File: config.mk
export PLATFORM = sky130hd
export DESIGN_NAME = wave_raster_writer_flat
export DESIGN_NICKNAME = d
export VERILOG_FILES = /design/src/rtl/wave_raster_writer_if.sv /design/src/rtl/wave_raster_writer.sv /design/src/flat_wrapper.sv
export SDC_FILE = /design/constraint.sdc
export NUM_CORES = 1
export LEC_CHECK = 0
export CORE_MARGIN = 1
export CORE_UTILIZATION = 54
export DETAILED_ROUTE_END_ITERATION = 8
export PLACE_DENSITY_LB_ADDON = 0.08
export SLEW_MARGIN = 30
export SYNTH_ARGS = -nofsm -noshare
export SYNTH_HDL_FRONTEND = slang
export SYNTH_SLANG_ARGS = --single-unit
File: constraint.sdc
create_clock -name clk -period 3 [get_ports clk]
set_input_delay 0.45 -clock clk [delete_from_list [all_inputs] [get_ports clk]]
set_output_delay 0.45 -clock clk [all_outputs]
set_load 0.02 [all_outputs]
File: src/rtl/wave_raster_writer_if.sv
// rtl/wave_raster_writer_if.sv - sample stream and frame-buffer write port bundle
//
// Purpose: groups the amplitude sample handshake and the pixel write bus of
// wave_raster_writer so the writer and its environment connect through one port.
//
// Signals:
//   s_valid       sample valid (driven by the sample source)
//   s_ready       writer accepts a sample this cycle
//   s_amp         sample amplitude, 0 = bottom row
//   trace_colour  12-bit RGB colour for lit pixels of this sample
//   wr_en         frame-buffer write strobe
//   wr_addr       frame-buffer address, row-major (y*H_PIX + x)
//   wr_data       12-bit RGB pixel colour
//
// Modports:
//   master  the writer: consumes samples, drives the frame-buffer write bus
//   slave   the environment: sample source and frame-buffer sink
interface wave_raster_writer_if #(
    parameter int AMP_W = 7
);
    logic             s_valid;
    logic             s_ready;
    logic [AMP_W-1:0] s_amp;
    logic [11:0]      trace_colour;
    logic             wr_en;
    logic [15:0]      wr_addr;
    logic [11:0]      wr_data;

    modport master (
        input  s_valid, s_amp, trace_colour,
        output s_ready, wr_en, wr_addr, wr_data
    );

    modport slave (
        output s_valid, s_amp, trace_colour,
        input  s_ready, wr_en, wr_addr, wr_data
    );
endinterface

File: src/rtl/wave_raster_writer.sv
// rtl/wave_raster_writer.sv - renders one amplitude sample per column into a row-major frame buffer
//
// Purpose: for every display column, accepts one amplitude sample, then writes
// the whole vertical strip (V_PIX pixels, top row first) into the frame buffer
// that the scan-out block reads. Address = y*H_PIX + x, built incrementally.
//
// Ports:
//   clk         system clock, rising edge
//   rst_n       asynchronous active-low reset
//   start       begin one frame; only honoured in IDLE
//   bus         wave_raster_writer_if.master (sample stream + buffer write bus)
//   busy        high whenever not IDLE
//   frame_done  one-cycle pulse after the last pixel write of a frame
//
// Optional feature macro: WAVE_LINE_FILL_EN
//   defined   - pixels between the previous and current column's rows are lit,
//               producing a connected trace (column 0 uses its own row only)
//   undefined - only the current column's row is lit (dot trace)
module wave_raster_writer #(
    parameter int          H_PIX     = 240,
    parameter int          V_PIX     = 120,
    parameter int          AMP_W     = 7,
    parameter logic [11:0] BG_COLOUR = 12'h000
) (
    input  logic                 clk,
    input  logic                 rst_n,
    input  logic                 start,
    wave_raster_writer_if.master bus,
    output logic                 busy,
    output logic                 frame_done
);
    localparam int              XW       = $clog2(H_PIX);
    localparam int              YW       = $clog2(V_PIX);
    localparam logic [YW-1:0]   Y_LAST   = YW'(V_PIX - 1);
    localparam logic [XW-1:0]   X_LAST   = XW'(H_PIX - 1);
    localparam logic [15:0]     ROW_STEP = 16'(H_PIX);

    typedef enum logic [1:0] {
        IDLE   = 2'd0,
        ACCEPT = 2'd1,
        DRAW   = 2'd2,
        DONE   = 2'd3
    } state_t;

    state_t        state;
    state_t        state_nxt;

    logic [XW-1:0] x;
    logic [YW-1:0] y;          // row currently presented on the write bus
    logic [YW-1:0] row_cur;
    logic [11:0]   colour;
    logic          wr_en_q;
    logic [15:0]   wr_addr_q;
    logic [11:0]   wr_data_q;

    logic          hs;
    logic [31:0]   amp_ext;
    logic [YW-1:0] row_new;
    logic [YW-1:0] row_src;
    logic [YW-1:0] y_nxt;
    logic [11:0]   colour_src;
    logic          lit;
    logic [11:0]   pix_nxt;

`ifdef WAVE_LINE_FILL_EN
    logic [YW-1:0] row_prev;
    logic [YW-1:0] prev_src;
    logic [YW-1:0] lo;
    logic [YW-1:0] hi;
`endif

    // Next-state and status outputs
    always_comb begin
        state_nxt   = state;
        hs          = 1'b0;
        bus.s_ready = 1'b0;
        busy        = 1'b1;
        frame_done  = 1'b0;
        case (state)
            IDLE: begin
                busy = 1'b0;
                if (start) begin
                    state_nxt = ACCEPT;
                end
            end
            ACCEPT: begin
                bus.s_ready = 1'b1;
                if (bus.s_valid) begin
                    hs        = 1'b1;
                    state_nxt = DRAW;
                end
            end
            DRAW: begin
                if (y == Y_LAST) begin
                    state_nxt = (x == X_LAST) ? DONE : ACCEPT;
                end
            end
            DONE: begin
                frame_done = 1'b1;
                state_nxt  = IDLE;
            end
            default: begin
                state_nxt = IDLE;
            end
        endcase
    end

    always_ff @(posedge clk or negedge rst_n) begin
        if (!rst_n) begin
            state <= IDLE;
        end else begin
            state <= state_nxt;
        end
    end

    // Pixel for the row that will be on the bus next cycle. During the handshake
    // the new sample is not latched yet, so its values are taken straight from
    // the stream; that lets the first write follow the handshake immediately.
    always_comb begin
        amp_ext    = 32'(bus.s_amp);
        row_new    = (amp_ext > 32'(V_PIX - 1)) ? '0 : Y_LAST - YW'(amp_ext);
        row_src    = (state == ACCEPT) ? row_new : row_cur;
        colour_src = (state == ACCEPT) ? bus.trace_colour : colour;
        y_nxt      = (state == ACCEPT) ? '0 : y + 1'b1;
`ifdef WAVE_LINE_FILL_EN
        prev_src   = (x == '0) ? row_src : row_prev;
        lo         = (prev_src < row_src) ? prev_src : row_src;
        hi         = (prev_src < row_src) ? row_src : prev_src;
        lit        = (y_nxt >= lo) && (y_nxt <= hi);
`else
        lit        = (y_nxt == row_src);
`endif
        pix_nxt    = lit ? colour_src : BG_COLOUR;
    end

    always_ff @(posedge clk or negedge rst_n) begin
        if (!rst_n) begin
            x         <= '0;
            y         <= '0;
            row_cur   <= Y_LAST;
            colour    <= BG_COLOUR;
            wr_en_q   <= 1'b0;
            wr_addr_q <= '0;
            wr_data_q <= BG_COLOUR;
`ifdef WAVE_LINE_FILL_EN
            row_prev  <= Y_LAST;
`endif
        end else begin
            case (state)
                IDLE: begin
                    if (start) begin
                        x <= '0;
                    end
                end
                ACCEPT: begin
                    if (hs) begin
                        row_cur   <= row_new;
                        colour    <= bus.trace_colour;
                        y         <= '0;
                        wr_en_q   <= 1'b1;
                        wr_addr_q <= 16'(x);
                        wr_data_q <= pix_nxt;
                    end
                end
                DRAW: begin
                    if (y == Y_LAST) begin
                        wr_en_q  <= 1'b0;
`ifdef WAVE_LINE_FILL_EN
                        row_prev <= row_cur;
`endif
                        if (x != X_LAST) begin
                            x <= x + 1'b1;
                        end
                    end else begin
                        y         <= y_nxt;
                        wr_addr_q <= wr_addr_q + ROW_STEP;
                        wr_data_q <= pix_nxt;
                    end
                end
                default: begin
                end
            endcase
        end
    end

    assign bus.wr_en   = wr_en_q;
    assign bus.wr_addr = wr_addr_q;
    assign bus.wr_data = wr_data_q;
endmodule

File: src/flat_wrapper.sv
// flat-port wrapper written by rule: the top's interface ports become plain ports
module wave_raster_writer_flat 
#(
    parameter int          H_PIX     = 240,
    parameter int          V_PIX     = 120,
    parameter int          AMP_W     = 7,
    parameter logic [11:0] BG_COLOUR = 12'h000
)
  (clk, rst_n, start, busy, frame_done, bus_s_valid, bus_s_amp, bus_trace_colour, bus_s_ready, bus_wr_en, bus_wr_addr, bus_wr_data);
  wave_raster_writer_if #(.AMP_W(AMP_W)) bus_i ();
  input  logic clk;
  input  logic rst_n;
  input  logic start;
  output logic busy;
  output logic frame_done;
  input wire logic [$bits(bus_i.s_valid)-1:0] bus_s_valid;
  input wire logic [$bits(bus_i.s_amp)-1:0] bus_s_amp;
  input wire logic [$bits(bus_i.trace_colour)-1:0] bus_trace_colour;
  output wire logic [$bits(bus_i.s_ready)-1:0] bus_s_ready;
  output wire logic [$bits(bus_i.wr_en)-1:0] bus_wr_en;
  output wire logic [$bits(bus_i.wr_addr)-1:0] bus_wr_addr;
  output wire logic [$bits(bus_i.wr_data)-1:0] bus_wr_data;
  assign bus_i.s_valid = bus_s_valid;
  assign bus_i.s_amp = bus_s_amp;
  assign bus_i.trace_colour = bus_trace_colour;
  assign bus_s_ready = bus_i.s_ready;
  assign bus_wr_en = bus_i.wr_en;
  assign bus_wr_addr = bus_i.wr_addr;
  assign bus_wr_data = bus_i.wr_data;
  wave_raster_writer #(.H_PIX(H_PIX), .V_PIX(V_PIX), .AMP_W(AMP_W), .BG_COLOUR(BG_COLOUR)) u_core (.clk(clk), .rst_n(rst_n), .start(start), .bus(bus_i), .busy(busy), .frame_done(frame_done));
endmodule
==> results.tsv, run 1 <==
stage	metric	value	unit
worst_setup_path	regToRegStartpoint	u_core.state[1]$_DFFE_PN0P_	
clock_tree	cts-htree-levels	3	
clock_tree	clk_pin_slew	0.08	ns
clock_tree	post_cts_buffers	0	
clock_tree	clock-sinks	65	
sta	worstMarginPinSlew	0.8068	ns
sta	slew_headroom	0.4621	
power	swShare	0.4113	
worst_setup_path	r2r_cells	7	
worst_setup_path	critical_path_class	register to register	
synthesis	yosysSeqAreaShare	0.4618	
cells_and_area	final_common_cell	dfrtp_1	
synthesis	ys_ff_latch	65	
detailed_routing	dr.pass1.iters	4	
power	peakVddDrop	0.4915	mV
worst_setup_path	critPathMaxFanout	12	
floorplanning	initial_utilization	0.5572	
floorplanning	fp.dieH	82.95	um
power	p_leak	1.863	nW
floorplanning	dieArea	6881	um2
flow_run	drv_cap	0	
detailed_routing	ant_nets	0	
detailed_routing	routed_wl	7482	um
sta	hold_viol_final	0	
sta	report.final.slew_viol_count	0	
synthesis	yosysWarnings	0	
detailed_routing	vias_per_cell	5.770	
synthesis	syn_area	3538	um2
floorplanning	die_w	82.95	um
floorplanning	ioPinCount	55	
global_route	antenna_found_initial	0	
clock_tree	cts_root_buf	clkbuf_8	
worst_setup_path	cp_slowest_cell	or4_4	
worst_setup_path	rrSetupSlack	0.57	ns
worst_setup_path	required	3.25	ns
sta	skew	0.009623	ns
cells_and_area	drive_above_1_share	0.1623	
worst_setup_path	cp-end-kind	register	
clock_tree	cts_inserted_buffers	9	
detailed_routing	vias	2862	
power	clkPwrFrac	0.190	
sta	max_freq	411.0	MHz
power	combPwrFrac	0.468	
synthesis	syn_inst	356	
cells_and_area	antenna_cells	0	
cells_and_area	area_growth	23.09	%
sta	setup_tns	0	ns
placement	place_hpwl	5261	um
clock_tree	cts.hold.buffers_added	0	
worst_setup_path	critPathMaxStageDelay	0.68	ns
synthesis	synth_top_area_share	0.4173	
floorplanning	core	6350	um2
sta	setup_viol	0	
floorplanning	rows	29	
synthesis	async_flop_share	1.000	
power	power.total	3.907	mW
worst_setup_path	cp.arrival	2.69	ns
synthesis	netlist_top_cells_area	dfrtp_1 42%, nand2_1 5.8%, o21ai_0 5.1%, dfstp_2 4.5%, mux2_2 4.5%	
power	p_int	2.300	mW
worst_setup_path	reg2reg_to	u_core.bus.wr_data[11]$_DFFE_PN0P_	
synthesis	synth_edf_count	0	
hold_path	hold_path_class	primary input to async pin	
detailed_routing	avgRoutedWirePerCell	15.08	um
synthesis	syn_nets	388	
synthesis	avgSynthCellArea	9.939	um2
global_route	gr-total-overflow	0	
clock_tree	cts_tree	yes	
detailed_routing	drc	0	
clock_tree	cts.repair.resized	0	
power	p_switching	1.607	mW
power	powerDensity	897.0	nW/um2
status	outcome	finished, final reports clean	
clock_tree	clk_latency	0.35	ns
sta	period_share	0.8110	
cells_and_area	nNetsFinal	446	
placement	gp_congestion	0.8493	
synthesis	yosysTopAreaCell	dfrtp_1	
worst_setup_path	crit_path_frequent_cell	nor2b_1	
global_route	grt_pass1_wl	13120	um
placement	portBuffers	54	
synthesis	yosys_most_used_dff	dfrtp_1	
synthesis	netlist-cell-type-count	57	
cells_and_area	mostFrequentLayoutCells	59 x dfrtp_1, 55 x nand2_1, 53 x clkdlybuf4s50_1, 36 x o21ai_0, 16 x nor2_1	
clock_tree	clock_path_buffers	2	
global_route	grt_start_max_net_pins	66	
sta	rsz0062_at_grt	false	
worst_setup_path	cp-start-kind	register	
worst_setup_path	crit_chain	inv_1, ha_1, nor2b_1, nor2b_1, nand2_2, or4_4, o31ai_1	
global_route	grt_pass1_vias	2753	
power	p_seq_frac	0.341	
sta	min_period	2.433	ns
global_route	grt_use_total	0.2391	
detailed_routing	drtIter0Drc	216	
[critical path, delay by kind of cell, from the launching register on]
family | cells | cell delay (ns)
and+or+nand+nor | 4 | 1.24
buffers and inverters | 1 | 0.10
adders and majority gates | 1 | 0.31
AOI/OAI and AO/OA | 1 | 0.27
DFF | 1 | 0.41
[registers in the layout, summed over array words and instances, names as in the netlist]
register,count
u_core.row_cur,7
u_core.state,2
u_core.bus.wr_data,12
u_core.x,8
u_core.bus.wr_en,1
u_core.bus.wr_addr,16
u_core.y,7
u_core.colour,12
[power by group through the flow]
stage	Clock [mW]	Combinational (mW)	Sequential, mW
2_1_floorplan	0	1.15	1.40
3_3_place_gp	0	1.81	1.34
5_1_grt	0.799	2.01	1.37
3_5_place_dp	0	1.83	1.35
4_1_cts	0.751	1.85	1.33
6_report	0.743	1.83	1.33
[cell families after synthesis]
logic type | synth area share
AO/OA/AOI/OAI | 0.1810
XOR/XNOR | 0.03218
adder cells (fa/ha/maj) | 0.03183
buffers and inverters | 0.03713
flip-flops | 0.4618
multiplexers | 0.08416
AND/OR/NAND/NOR | 0.1719
[per-stage QoR]
stage | utilization | setup slack, ns | instances | cell area [um2] | hold slack [ns]
floorplan | - | 0.7725 | 356 | 3538 | 0.1544
detailed placement | 0.6554 | 0.3189 | 480 | 4161 | 0.4647
global route | 0.6859 | 0.4442 | 496 | 4355 | 0.3615
global placement | 0.6554 | 0.3749 | 480 | 4161 | 0.4582
CTS | 0.6859 | 0.5598 | 496 | 4355 | 0.3061
finish | 0.6859 | 0.5671 | 496 | 4355 | 0.2537
[routing by layer]
metal,track usage,routed length (um),vias up
met2,0.3756,3535,76
met4,0.1003,124,0
li1,-,-,1397
met3,0.04374,277,11
met1,0.3272,3545,1378
met5,0,0,-
[synth_stat cells, drive strengths merged (3+ instances only)]
library cell and count:
or3 9, nand3 10, xor2 6, nor2 16, dfrtp 59, ha 9
xnor2 7, nor3 4, buf 8, nand4 4, dfstp 6, a31oi 3
mux2 14, inv 13, o21ai 38, nand2b 6, clkbuf 8, nor2b 4
a21oi 11, a22o 7, and3 3, mux2i 14, o31ai 14, nand2 56
[how the worst max path moves through the flow]
stage                     slack [ns]  cells past startpoint                        start                                 end
after CTS                       0.56                      7  u_core.state[1]$_DFFE_PN0P_  u_core.bus.wr_data[11]$_DFFE_PN0P_
after global routing            0.44                      9  u_core.state[1]$_DFFE_PN0P_  u_core.bus.wr_addr[14]$_DFFE_PN0P_
after global placement          0.37                      7                 bus_s_amp[3]   u_core.bus.wr_data[8]$_DFFE_PN0P_
after floorplan                 0.77                      9  u_core.state[1]$_DFFE_PN0P_  u_core.bus.wr_data[10]$_DFFE_PN0P_
final                           0.57                      7  u_core.state[1]$_DFFE_PN0P_  u_core.bus.wr_data[11]$_DFFE_PN0P_
after detailed placement        0.32                      7                 bus_s_amp[3]  u_core.bus.wr_data[11]$_DFFE_PN0P_
[layout make-up]
type	count	area, um2
fill	526	1994
multi-input combinational	262	1779
sequential	65	1634
timing repair buffer	63	603.1
clock buffer	9	123.9
tap	77	96.34
clock inverter	7	70.07
inverter	13	48.80
(Power assumes the default switching activity.)
==> run 2, diff against run 1 <==
--- a/config.mk
+++ b/config.mk
@@ -6,7 +6,7 @@
 export NUM_CORES = 1
 export LEC_CHECK = 0
 export CORE_MARGIN = 1
-export CORE_UTILIZATION = 54
+export CORE_UTILIZATION = 49
 export DETAILED_ROUTE_END_ITERATION = 8
 export PLACE_DENSITY_LB_ADDON = 0.08
 export SLEW_MARGIN = 30
==> constraint.sdc (replaced) <==
create_clock -name clk -period 2.19 [get_ports clk]
set_input_delay 0.3285 -clock clk [delete_from_list [all_inputs] [get_ports clk]]
set_output_delay 0.3285 -clock clk [all_outputs]
set_load 0.02 [all_outputs]
==> results.tsv, run 2 (synthesis gave the netlist of run 1 again) <==
stage	metric	value	unit	change
status	outcome	finished, final reports clean		
sta	period_share	0.9601		+0.1491
cells_and_area	area_growth	30.91	%	
detailed_routing	vias	2949		+3.0%
cells_and_area	final_core_util	0.6743		-0.01159
placement	gp_congestion	0.7824		-7.9%
global_route	gr-total-overflow	0		unchanged
cells_and_area	mostFrequentLayoutCells	59 x dfrtp_1, 55 x nand2_1, 52 x clkdlybuf4s50_1, 35 x o21ai_0, 31 x buf_4		
global_route	use_met2	0.3522		-0.02338
sta	hold_ws	0.4746	ns	+0.2208 ns
placement	portBuffers	54		unchanged
worst_setup_path	critPathMaxFanout	6		-6
placement	pre_cts_ws	-0.3429	ns	-0.6618 ns
sta	worstMarginPinSlew	0.5973	ns	-0.2095 ns
power	power.total	5.642	mW	+44%
sta	rsz0062_at_grt	false		
sta	slew_headroom	0.6008		+0.1387
detailed_routing	dr.pass1.iters	5		+1
detailed_routing	vias_per_cell	5.461		-5.4%
detailed_routing	avgRoutedWirePerCell	14.08	um	-6.7%
worst_setup_path	critical_path_class	register to register		
worst_setup_path	r2r_cells	8		+1
clock_tree	cts_tree	yes		
worst_setup_path	reg2reg_to	u_core.bus.wr_data[5]$_DFFE_PN0P_		
clock_tree	cts_inserted_buffers	9		unchanged
cells_and_area	fillers	600		+14%
floorplanning	dieArea	7565	um2	+9.9%
worst_setup_path	cp-start-kind	register		
cells_and_area	antenna_cells	0		unchanged
power	powerDensity	1218	nW/um2	+36%
detailed_routing	drc	0		unchanged
detailed_routing	routed_wl	7601	um	+1.6%
sta	min_period	2.103	ns	-0.3303 ns
hold_path	hold_path_class	register to register		
floorplanning	core	6869	um2	+8.2%
floorplanning	die_w	86.98	um	+4.9%
worst_setup_path	cp-end-kind	register		
global_route	grt_pass1_wl	12700	um	-3.2%
sta	report.final.slew_viol_count	0		unchanged
cells_and_area	nNetsFinal	471		+5.6%
worst_setup_path	required	2.45	ns	-0.80 ns
hold_path	min_to	u_core.bus.wr_addr[0]$_DFFE_PN0P_		
detailed_routing	ant_nets	0		unchanged
worst_setup_path	regToRegStartpoint	u_core.state[1]$_DFFE_PN0P_		
cells_and_area	finalNonFillerCells	540		+8.9%
global_route	grt-busiest-layer	met2		
clock_tree	clock_path_buffers	2		unchanged
cells_and_area	final_common_cell	dfrtp_1		
placement	postPlaceCellArea	4350	um2	+4.5%
global_route	use_met1	0.2866		-0.04059
hold_path	whs_path_depth	2		
global_route	grt_use_total	0.2181		-0.02102
power	peakVddDrop	0.7420	mV	+51%
cells_and_area	multiInputGateArea	1803	um2	+1.3%
detailed_routing	drtIter0Drc	164		-24%
flow_run	drv_cap	0		unchanged
sta	setup_tns	0	ns	unchanged
global_route	grt_start_max_net_pins	66		unchanged
global_route	antenna_found_initial	0		unchanged
cells_and_area	drive_above_1_share	0.2207		+0.05843
placement	place_hpwl	5423	um	+3.1%
worst_setup_path	cp.arrival	2.36	ns	-0.33 ns
cells_and_area	final_area	4632	um2	+6.3%
worst_setup_path	rrSetupSlack	0.09	ns	-0.48 ns
sta	setup_viol	0		unchanged
sta	skew	0.009529	ns	-0.00009379 ns
cells_and_area	largest_register_ffs	16		unchanged
floorplanning	initial_utilization	0.5151		-0.04212
floorplanning	fp.dieH	86.98	um	+4.9%
clock_tree	cts_root_buf	clkbuf_8		
sta	max_freq	475.6	MHz	+16%
clock_tree	clk_pin_slew	0.08	ns	about the same
sta	hold_viol_final	0		unchanged
clock_tree	cts-htree-levels	3		unchanged
global_route	use_met3	0.04739		+0.003656
clock_tree	clock-sinks	65		unchanged
floorplanning	ioPinCount	55		unchanged
global_route	grt_pass1_vias	2746		-0.25%
clock_tree	clk_latency	0.34	ns	about the same
sta	fin_ws	0.08741	ns	-0.4797 ns
floorplanning	rows	30		+3.4%
hold_path	hp-start	u_core.bus.wr_addr[0]$_DFFE_PN0P_		
placement	dp_cells	519		+8.1%
cells_and_area	ff_latch_area	1634	um2	unchanged
power	p_leak	2.002	nW	+7.5%
## run 2: worst max-delay path by stage
stage | from | to | slack (ns) | cells after the start
2_1_floorplan | u_core.state[1]$_DFFE_PN0P_ | u_core.bus.wr_data[10]$_DFFE_PN0P_ | 0.05 | 9
3_3_place_gp | bus_s_amp[3] | u_core.bus.wr_data[8]$_DFFE_PN0P_ | -0.24 | 7
3_5_place_dp | bus_s_amp[3] | u_core.bus.wr_data[8]$_DFFE_PN0P_ | -0.34 | 7
4_1_cts | u_core.state[1]$_DFFE_PN0P_ | u_core.bus.wr_data[8]$_DFFE_PN0P_ | -0.001 | 8
5_1_grt | u_core.state[1]$_DFFE_PN0P_ | u_core.bus.wr_data[6]$_DFFE_PN0P_ | 0.02 | 8
6_report | u_core.state[1]$_DFFE_PN0P_ | u_core.bus.wr_data[5]$_DFFE_PN0P_ | 0.09 | 8
## run 2: critical path, cell delays in order (launching register included)
cell and delay (ns):
dfrtp_1 0.39, buf_4 0.14, buf_4 0.13, ha_1 0.21, inv_1 0.08, or3_4 0.14, nand2_2 0.08, or4_4 0.60
o31ai_2 0.24
## run 2: what timing repair did
item | 4_1_cts | 5_1_grt
gates cloned | 0 | 1
endpoints found under the setup margin | 3 | 20
hold buffers | 1 | 0
endpoints found under the hold margin | 4 | 0
gates resized for setup | 2 | 6
pin swaps | 1 | 1
setup buffers | 0 | 3
## run 2: power by group
| part | total, mW | switching, mW | internal (mW) | leakage, nW |
|---|---|---|---|---|
| clock network | 1.16 | 0.480 | 0.675 | 0.116 |
| logic | 2.68 | 1.52 | 1.16 | 1.04 |
| registers | 1.81 | 0.236 | 1.57 | 0.841 |
| total | 5.64 | 2.24 | 3.40 | 2.00 |
## run 2: final cells by class
type                       count  share of cell area
inverter                      13             0.01053
clock buffer                  10             0.02971
tap                           96             0.02593
timing repair buffer          87              0.1721
clock inverter                 6             0.01972
multi-input combinational    263              0.3892
sequential                    65              0.3528
## run 2: layer usage
layer / vias to the layer above / routed length, um / part of all wire
li1: 1458 / - / -
met1: 1409 / 3521 / 0.46
met2: 72 / 3601 / 0.47
met3: 10 / 355 / 0.047
met4: 0 / 122 / 0.016
met5: - / 0 / 0
